--- src/rtl/ntt_pkg.sv ---
// Shared constants and buffer-state type for the 16-point NTT front end.
// No logic; sizes and the default modulus live here so every stage agrees.
package ntt_pkg;

    localparam int unsigned NTT_N     = 16;
    localparam int unsigned DATA_W    = 16;
    localparam int unsigned Q_DEFAULT = 3329;
    localparam int unsigned IDX_W     = $clog2(NTT_N);
    localparam int unsigned FRAME_W   = NTT_N * DATA_W;

    typedef enum logic [1:0] {
        BUF_EMPTY   = 2'd0,
        BUF_FILLING = 2'd1,
        BUF_FULL    = 2'd2
    } buf_state_e;

endpackage

--- src/rtl/ntt_frame_buf.sv ---
// One ping-pong frame buffer: 16x16 coefficient storage plus its EMPTY/FILLING/FULL state.
// Latency: a write lands at the next edge; full_o rises the edge after the last write.
// Backpressure: none locally; the parent only writes when not full and only releases when full.
module ntt_frame_buf
    import ntt_pkg::*;
(
    input  logic               clk,
    input  logic               rst,
    input  logic               wr_en_i,
    input  logic [IDX_W-1:0]   wr_idx_i,
    input  logic [DATA_W-1:0]  wr_data_i,
    input  logic               wr_last_i,
    input  logic               rd_done_i,
    output logic               full_o,
    output logic [FRAME_W-1:0] data_o
);

    logic [NTT_N-1:0][DATA_W-1:0] mem_q;
    buf_state_e                   state_q, state_d;

    always_ff @(posedge clk or negedge rst) begin
        if (!rst) begin
            mem_q <= '0;
        end else if (wr_en_i) begin
            mem_q[wr_idx_i] <= wr_data_i;
        end
    end

    always_ff @(posedge clk or negedge rst) begin
        if (!rst) begin
            state_q <= BUF_EMPTY;
        end else begin
            state_q <= state_d;
        end
    end

    always_comb begin
        state_d = state_q;
        case (state_q)
            BUF_EMPTY: begin
                if (wr_en_i) begin
                    state_d = wr_last_i ? BUF_FULL : BUF_FILLING;
                end
            end
            BUF_FILLING: begin
                if (wr_en_i && wr_last_i) begin
                    state_d = BUF_FULL;
                end
            end
            BUF_FULL: begin
                if (rd_done_i) begin
                    state_d = BUF_EMPTY;
                end
            end
            default: state_d = BUF_EMPTY;
        endcase
    end

    always_comb begin
        full_o = (state_q == BUF_FULL);
        data_o = mem_q;
    end

endmodule

--- src/rtl/ntt_frame_loader.sv ---
// Serial-to-parallel loader: collects 16 coefficients into ping-pong buffers for the NTT stage.
// Latency: frame_valid one cycle after index 15 is accepted; full-rate streaming, no frame-boundary bubble.
// Backpressure: in_ready drops only while both buffers are FULL. Optional mod-Q input reduction: LOADER_MODRED_EN.
module ntt_frame_loader
    import ntt_pkg::*;
#(
    parameter int unsigned Q = Q_DEFAULT,
    parameter int unsigned N = NTT_N
) (
    input  logic                  clk,
    input  logic                  rst,
    input  logic                  in_valid,
    output logic                  in_ready,
    input  logic [DATA_W-1:0]     in_data,
    input  logic                  in_sof,
    output logic                  frame_valid,
    input  logic                  frame_ready,
    output logic [N*DATA_W-1:0]   frame_data,
    output logic                  sof_err
);

    // The butterfly network is hard-wired for 16 lanes and Q must fit one coefficient.
    if (N != NTT_N || Q == 0 || Q >= (1 << DATA_W)) begin : g_bad_cfg
        $error("ntt_frame_loader: unsupported N or Q");
    end

    logic               wr_ptr_q, wr_ptr_d;
    logic               rd_ptr_q, rd_ptr_d;
    logic [IDX_W-1:0]   wr_idx_q, wr_idx_d;
    logic               sof_err_q, sof_err_d;
    logic [IDX_W-1:0]   eff_idx;
    logic [DATA_W-1:0]  wr_data;
    logic               accept, consume, wr_last;
    logic [1:0]         wr_en, rd_done, buf_full;
    logic [FRAME_W-1:0] buf_data [2];

`ifdef LOADER_MODRED_EN
    localparam logic [DATA_W-1:0] Q_W = DATA_W'(Q);
    assign wr_data = (in_data >= Q_W) ? (in_data - Q_W) : in_data;
`else
    assign wr_data = in_data;
`endif

    assign in_ready    = ~buf_full[wr_ptr_q];
    assign frame_valid = buf_full[rd_ptr_q];
    assign frame_data  = buf_data[rd_ptr_q];
    assign sof_err     = sof_err_q;

    assign accept  = in_valid & in_ready;
    assign consume = frame_valid & frame_ready;
    // A start-of-frame always lands at lane 0, dropping whatever partial frame was in progress.
    assign eff_idx = in_sof ? '0 : wr_idx_q;
    assign wr_last = (eff_idx == IDX_W'(NTT_N - 1));

    assign wr_en   = {accept & wr_ptr_q, accept & ~wr_ptr_q};
    assign rd_done = {consume & rd_ptr_q, consume & ~rd_ptr_q};

    ntt_frame_buf u_buf0 (
        .clk       (clk),
        .rst       (rst),
        .wr_en_i   (wr_en[0]),
        .wr_idx_i  (eff_idx),
        .wr_data_i (wr_data),
        .wr_last_i (wr_last),
        .rd_done_i (rd_done[0]),
        .full_o    (buf_full[0]),
        .data_o    (buf_data[0])
    );

    ntt_frame_buf u_buf1 (
        .clk       (clk),
        .rst       (rst),
        .wr_en_i   (wr_en[1]),
        .wr_idx_i  (eff_idx),
        .wr_data_i (wr_data),
        .wr_last_i (wr_last),
        .rd_done_i (rd_done[1]),
        .full_o    (buf_full[1]),
        .data_o    (buf_data[1])
    );

    always_comb begin
        wr_ptr_d  = wr_ptr_q;
        rd_ptr_d  = rd_ptr_q;
        wr_idx_d  = wr_idx_q;
        sof_err_d = sof_err_q;
        if (accept) begin
            if (in_sof && (wr_idx_q != '0)) begin
                sof_err_d = 1'b1;
            end
            if (wr_last) begin
                wr_idx_d = '0;
                wr_ptr_d = ~wr_ptr_q;
            end else begin
                wr_idx_d = eff_idx + 1'b1;
            end
        end
        if (consume) begin
            rd_ptr_d = ~rd_ptr_q;
        end
    end

    always_ff @(posedge clk or negedge rst) begin
        if (!rst) begin
            wr_ptr_q  <= 1'b0;
            rd_ptr_q  <= 1'b0;
            wr_idx_q  <= '0;
            sof_err_q <= 1'b0;
        end else begin
            wr_ptr_q  <= wr_ptr_d;
            rd_ptr_q  <= rd_ptr_d;
            wr_idx_q  <= wr_idx_d;
            sof_err_q <= sof_err_d;
        end
    end

endmodule

--- config.mk ---
export PLATFORM = sky130hd
export DESIGN_NAME = ntt_frame_loader
export DESIGN_NICKNAME = d
export VERILOG_FILES = /design/src/rtl/ntt_pkg.sv /design/src/rtl/ntt_frame_buf.sv /design/src/rtl/ntt_frame_loader.sv
export SDC_FILE = /design/constraint.sdc
export NUM_CORES = 1
export LEC_CHECK = 0
export CAP_MARGIN = 40
export CORE_MARGIN = 1
export CORE_UTILIZATION = 35
export CTS_CLUSTER_SIZE = 28
export DETAILED_ROUTE_END_ITERATION = 8
export GPL_TIMING_DRIVEN = 0
export PLACE_DENSITY = 0.64
export SETUP_SLACK_MARGIN = 0.5
export SKIP_LAST_GASP = 1
export SLEW_MARGIN = 5
export SYNTH_ARGS = -nofsm -noshare
export SYNTH_HDL_FRONTEND = slang
export SYNTH_SLANG_ARGS = --single-unit
export TNS_END_PERCENT = 100
--- constraint.sdc ---
create_clock -name clk -period 2.2 [get_ports clk]
set_input_delay 0.55 -clock clk [delete_from_list [all_inputs] [get_ports clk]]
set_output_delay 0.55 -clock clk [all_outputs]
set_load 0.02 [all_outputs]
==> metrics.md <==
| Metric | Value |
|---|---|
| Main combinational cell family by area after synthesis | `multiplexers` |
| Switching share of power | `0.3063` |
| Crit path kind | `flop to output port` |
| DRC Markers | `0` |
| CP bufs+invs | `5` |
| Routed len/inst | `~26 um` |
| Vias in the first global route | `15810` |
| CP cell instances | `clkbuf_16 -> clkbuf_16 -> clkbuf_16 -> buf_12 -> mux2_4 -> buf_6` |
| Num CTS Buffers | `58` |
| Setup Skew | `0.01816 ns` |
| Area Overhead vs Synth | `39.43%` |
| Gr usage total | `0.2147` |
| F_max | `367.1 MHz` |
| Slowest CP cell | `dfrtp_1` |
| CP peak stage delay | `a little under 0.4 ns` |
| Post-Layout Cell Count | `~3000` |
| First-pass GRT wire length | `approximately 110000 um` |
| Yosys Warn Count | `0` |
| Overflow after GRT | `0` |
| CP required | `between 1.5 and 2 ns` |
| Later-pin clock latency in the skew report | `slightly above 0.6 ns` |
| Internal Power | `22.48 mW` |
| Tmin final | `about 2.7 ns` |
| Slew margin rel. | `0.4021` |
| Synth area leaders | `dfrtp_1 (55%), mux2_2 (28%), mux2_4 (5.7%), mux2_1 (4.6%), clkbuf_1 (1.2%)` |
| Root buffer cell | `clkbuf_16` |
| Post-synthesis xor/xnor area fraction | `0` |
| Mux cell area share after synthesis | `0.3809` |
| Cell repeated most along the worst path | `clkbuf_16` |
| Net Switching | `9.925 mW` |
| CTS tree | `built` |
| Register bit count reported by yosys | `~520` |
| Die height | `between 200 and 300 um` |
| Critical path startpoint category | `flop` |
| Worst r2r src | `wr_idx_q[0]$_DFFE_PN0N_` |
| Setup violators final | `~300` |
| Adder and majority gate portion of the synthesized area | `0.002111` |
| Core area | `between 0.06 and 0.07 mm^2` |
| Layout cells sized above 1 | `0.6450` |
| Pin count of the biggest net entering global routing | `approximately 120` |
| PortBufs | `between 200 and 300` |
| Failing checks | `negative hold slack, negative setup slack` |
| CP arrival | `2.17 ns` |
| Syn Inst Count | `1509` |
| Synth Cell Area | `0.02371 mm^2` |
| Outcome | `complete, but fails checks` |
| Length in cells of the worst reg-to-reg path | `9` |
| DPL Wire Length | `50890 um` |
| Commonest non-fill, non-tap cell in the layout | `dfrtp_1` |
| Actual slew at the worst max-slew pin | `0.8968 ns` |
| CTS sink cnt | `523` |
| Mapped Avg Cell Area | `15.71 um^2` |
| Clock Tree Buf Depth | `3` |
| Cell row count | `95` |
| Number of max-cap violations | `0` |
| CP max FO | `9` |
| Final slew viol count | `0` |
| Starting Density | `0.3536` |
| R2R Path End | `u_buf1.data_o[179]$_DFFE_PN0P_` |
| Crit. End Element | `output port` |
| CTS clk-pin slew, worst paths | `about 0.060 ns` |
| Placer Congestion | `between 0.7 and 0.8` |
| Initial antenna violation count | `4` |
| Dpl cell area | `about 0.029 mm^2` |
| Reg power frac | `0.373` |
| Fillers | `5710` |
| Antenna Nets Post-Route | `0` |
| Ports | `280` |
| Most frequent cells in the layout | `dfrtp_1 (522), mux2_2 (394), mux2_4 (294)` |
| Top cell type's share of synthesized area | `0.5521` |
| Setup slack after layout | `-0.5240 ns` |
| H-tree Lvls | `2` |
| Final hold violations | `21` |
| Synth Area in Compound Gates | `0.004328` |
| Placed cells | `2685` |
| Syn_nets | `around 1500` |
| Clock power share | `0.303` |
| RSZ-0062 raised after global routing | `yes` |
| Pwr/cell area | `just under 1000 mW/mm^2` |
| Synth area leader | `dfrtp_1` |
| Fin Hold WS | `-0.04446 ns` |
| Combinational group share of total power | `0.324` |
| Crit path launch | `rd_ptr_q$_DFFE_PN0N_` |
| Die Area | `0.06878 mm^2` |
| 1st-pass router iterations | `4` |
| Post-synth cell types | `46` |
| DRT iter0 DRCs | `between 600 and 700` |
| Min-Delay Path Class | `input pin to async pin` |
| Horiz. Die Dim | `262.3 um` |
| Maximum VDD drop | `between 0.6 and 0.7 mV` |
| Vias | `14530` |
| Seq/Total Area, Yosys | `0.5521` |
| R2r setup slk | `-0.06 ns` |
| Pleak | `16.47 nW` |
| Crit share post-route | `1.238` |
| Vias/cell | `approximately 5.0` |
| Post-route design area | `~0.033 mm^2` |
| Critical path's top delay family | `buffers and inverters` |
| Simple-Gate Fraction of Synth Area | `0.03061` |
| Net count reported at finish | `around 2000` |
| Drt total wl | `74690 um` |
[worst max-delay path by stage]
| stage | to | slack [ns] | depth (start not counted) |
|---|---|---|---|
| after global placement | u_buf0.data_o[233]$_DFFE_PN0P_ | -22.21 | 1 |
| after global routing | frame_data[198] | -0.56 | 6 |
| final | frame_data[173] | -0.52 | 6 |
| after CTS | frame_data[70] | -0.60 | 5 |
| after detailed placement | u_buf0.data_o[25]$_DFFE_PN0P_ | -0.96 | 9 |
| after floorplan | u_buf0.data_o[53]$_DFFE_PN0P_ | -0.02 | 9 |
[synthesized netlist by cell type (all sizes together)]
cell type	number
nand2	22
nand3	9
inv	5
and4	1
a211o	1
a221o	1
dfrtp	523
and3b	1
nor4	1
nor2	13
nor3	2
o21ai	2
nand2b	5
a31oi	1
o41ai	1
a21o	2
nor3b	5
mux2i	1
or2	2
mux2	771
a21oi	4
o22a	1
buf	49
and2b	2
a211oi	1
o21bai	1
or3	2
nor2b	2
ha	4
nand4	1
clkbuf	73
[worst register-to-register path, delay by kind of cell, from the launching register on]
kind,cells,cell delay (ns)
AND/OR/NAND/NOR,4,0.78
flip-flops,1,0.40
buffers and inverters,3,0.52
multiplexers,1,0.31
adder cells (fa/ha/maj),1,0.14
[layer usage]
layer	share of wire	global-route usage	vias to the layer above
met5	0	0	-
met4	0.029	0.06948	0
met3	0.041	0.03323	115
met2	0.48	0.3515	314
met1	0.45	0.2911	7731
li1	-	-	6370
[sequential cells by signal, summed over array words and instances, names as in the netlist]
| register | cells |
|---|---|
| u_buf0.data_o | 256 |
| u_buf1.data_o | 256 |
| wr_idx_q | 4 |
| u_buf0.state_q | 2 |
| u_buf1.state_q | 2 |
| rd_ptr_q | 1 |
| sof_err | 1 |
| wr_ptr_q | 1 |
[per-stage QoR]
| step | setup TNS [ns] | util | setup WS [ns] | power [mW] | hold slack [ns] |
|---|---|---|---|---|---|
| CTS | -123.16 | 0.4830 | -0.6020 | 32.44 | -0.03293 |
| finish | -110.42 | 0.4931 | -0.5240 | 32.40 | -0.04446 |
| floorplan | -0.2729 | - | -0.02453 | 17.89 | 0.2544 |
| detailed placement | -426.72 | 0.4291 | -0.9582 | 22.58 | 0.4735 |
| global placement | - | 0.4233 | -22.21 | 22.39 | 0.4508 |
| global route | -125.20 | 0.4930 | -0.5583 | 33.72 | 0.006626 |
[kinds of logic (layout without fill, tap and decap cells)]
| group | after synthesis | in the layout |
|---|---|---|
| flip-flops | 523 | 523 |
| multiplexers | 772 | 772 |
| other | 0 | 2 |
| AND/OR/NAND/NOR | 68 | 68 |
| buffers and inverters | 127 | 660 |
| adder cells (fa/ha/maj) | 4 | 4 |
| AO/OA/AOI/OAI | 15 | 15 |
[power groups by stage]
stage | logic (mW) | clock network [mW] | registers [mW]
floorplan | 5.98 | 0 | 11.9
global placement | 10.2 | 0 | 12.2
detailed placement | 10.4 | 0 | 12.2
CTS | 10.3 | 10.0 | 12.1
global route | 11.0 | 10.5 | 12.3
finish | 10.5 | 9.82 | 12.1
[what timing repair did]
item,in CTS,in global routing
cloned,24,6
endpoints found under the hold margin,61,0
pin swaps,8,0
endpoints found under the setup margin,774,907
resized for setup,1265,316
buffers inserted,73,22
[area by class of cell]
| class | count | area [um^2] | share of cell area |
|---|---|---|---|
| Inverter | 5 | 36.28 | 0.001098 |
| Clock buffer | 90 | 1795 | 0.05432 |
| Sequential cell | 523 | 13090 | 0.3960 |
| Antenna cell | 2 | 5.005 | 0.0001514 |
| Timing Repair Buffer | 428 | 4700 | 0.1422 |
| Buffer | 122 | 1378 | 0.04168 |
| Tap cell | 873 | 1092 | 0.03305 |
| Clock inverter | 15 | 133.9 | 0.004050 |
| Multi-Input combinational cell | 859 | 10830 | 0.3275 |
(Power assumes the default switching activity.)
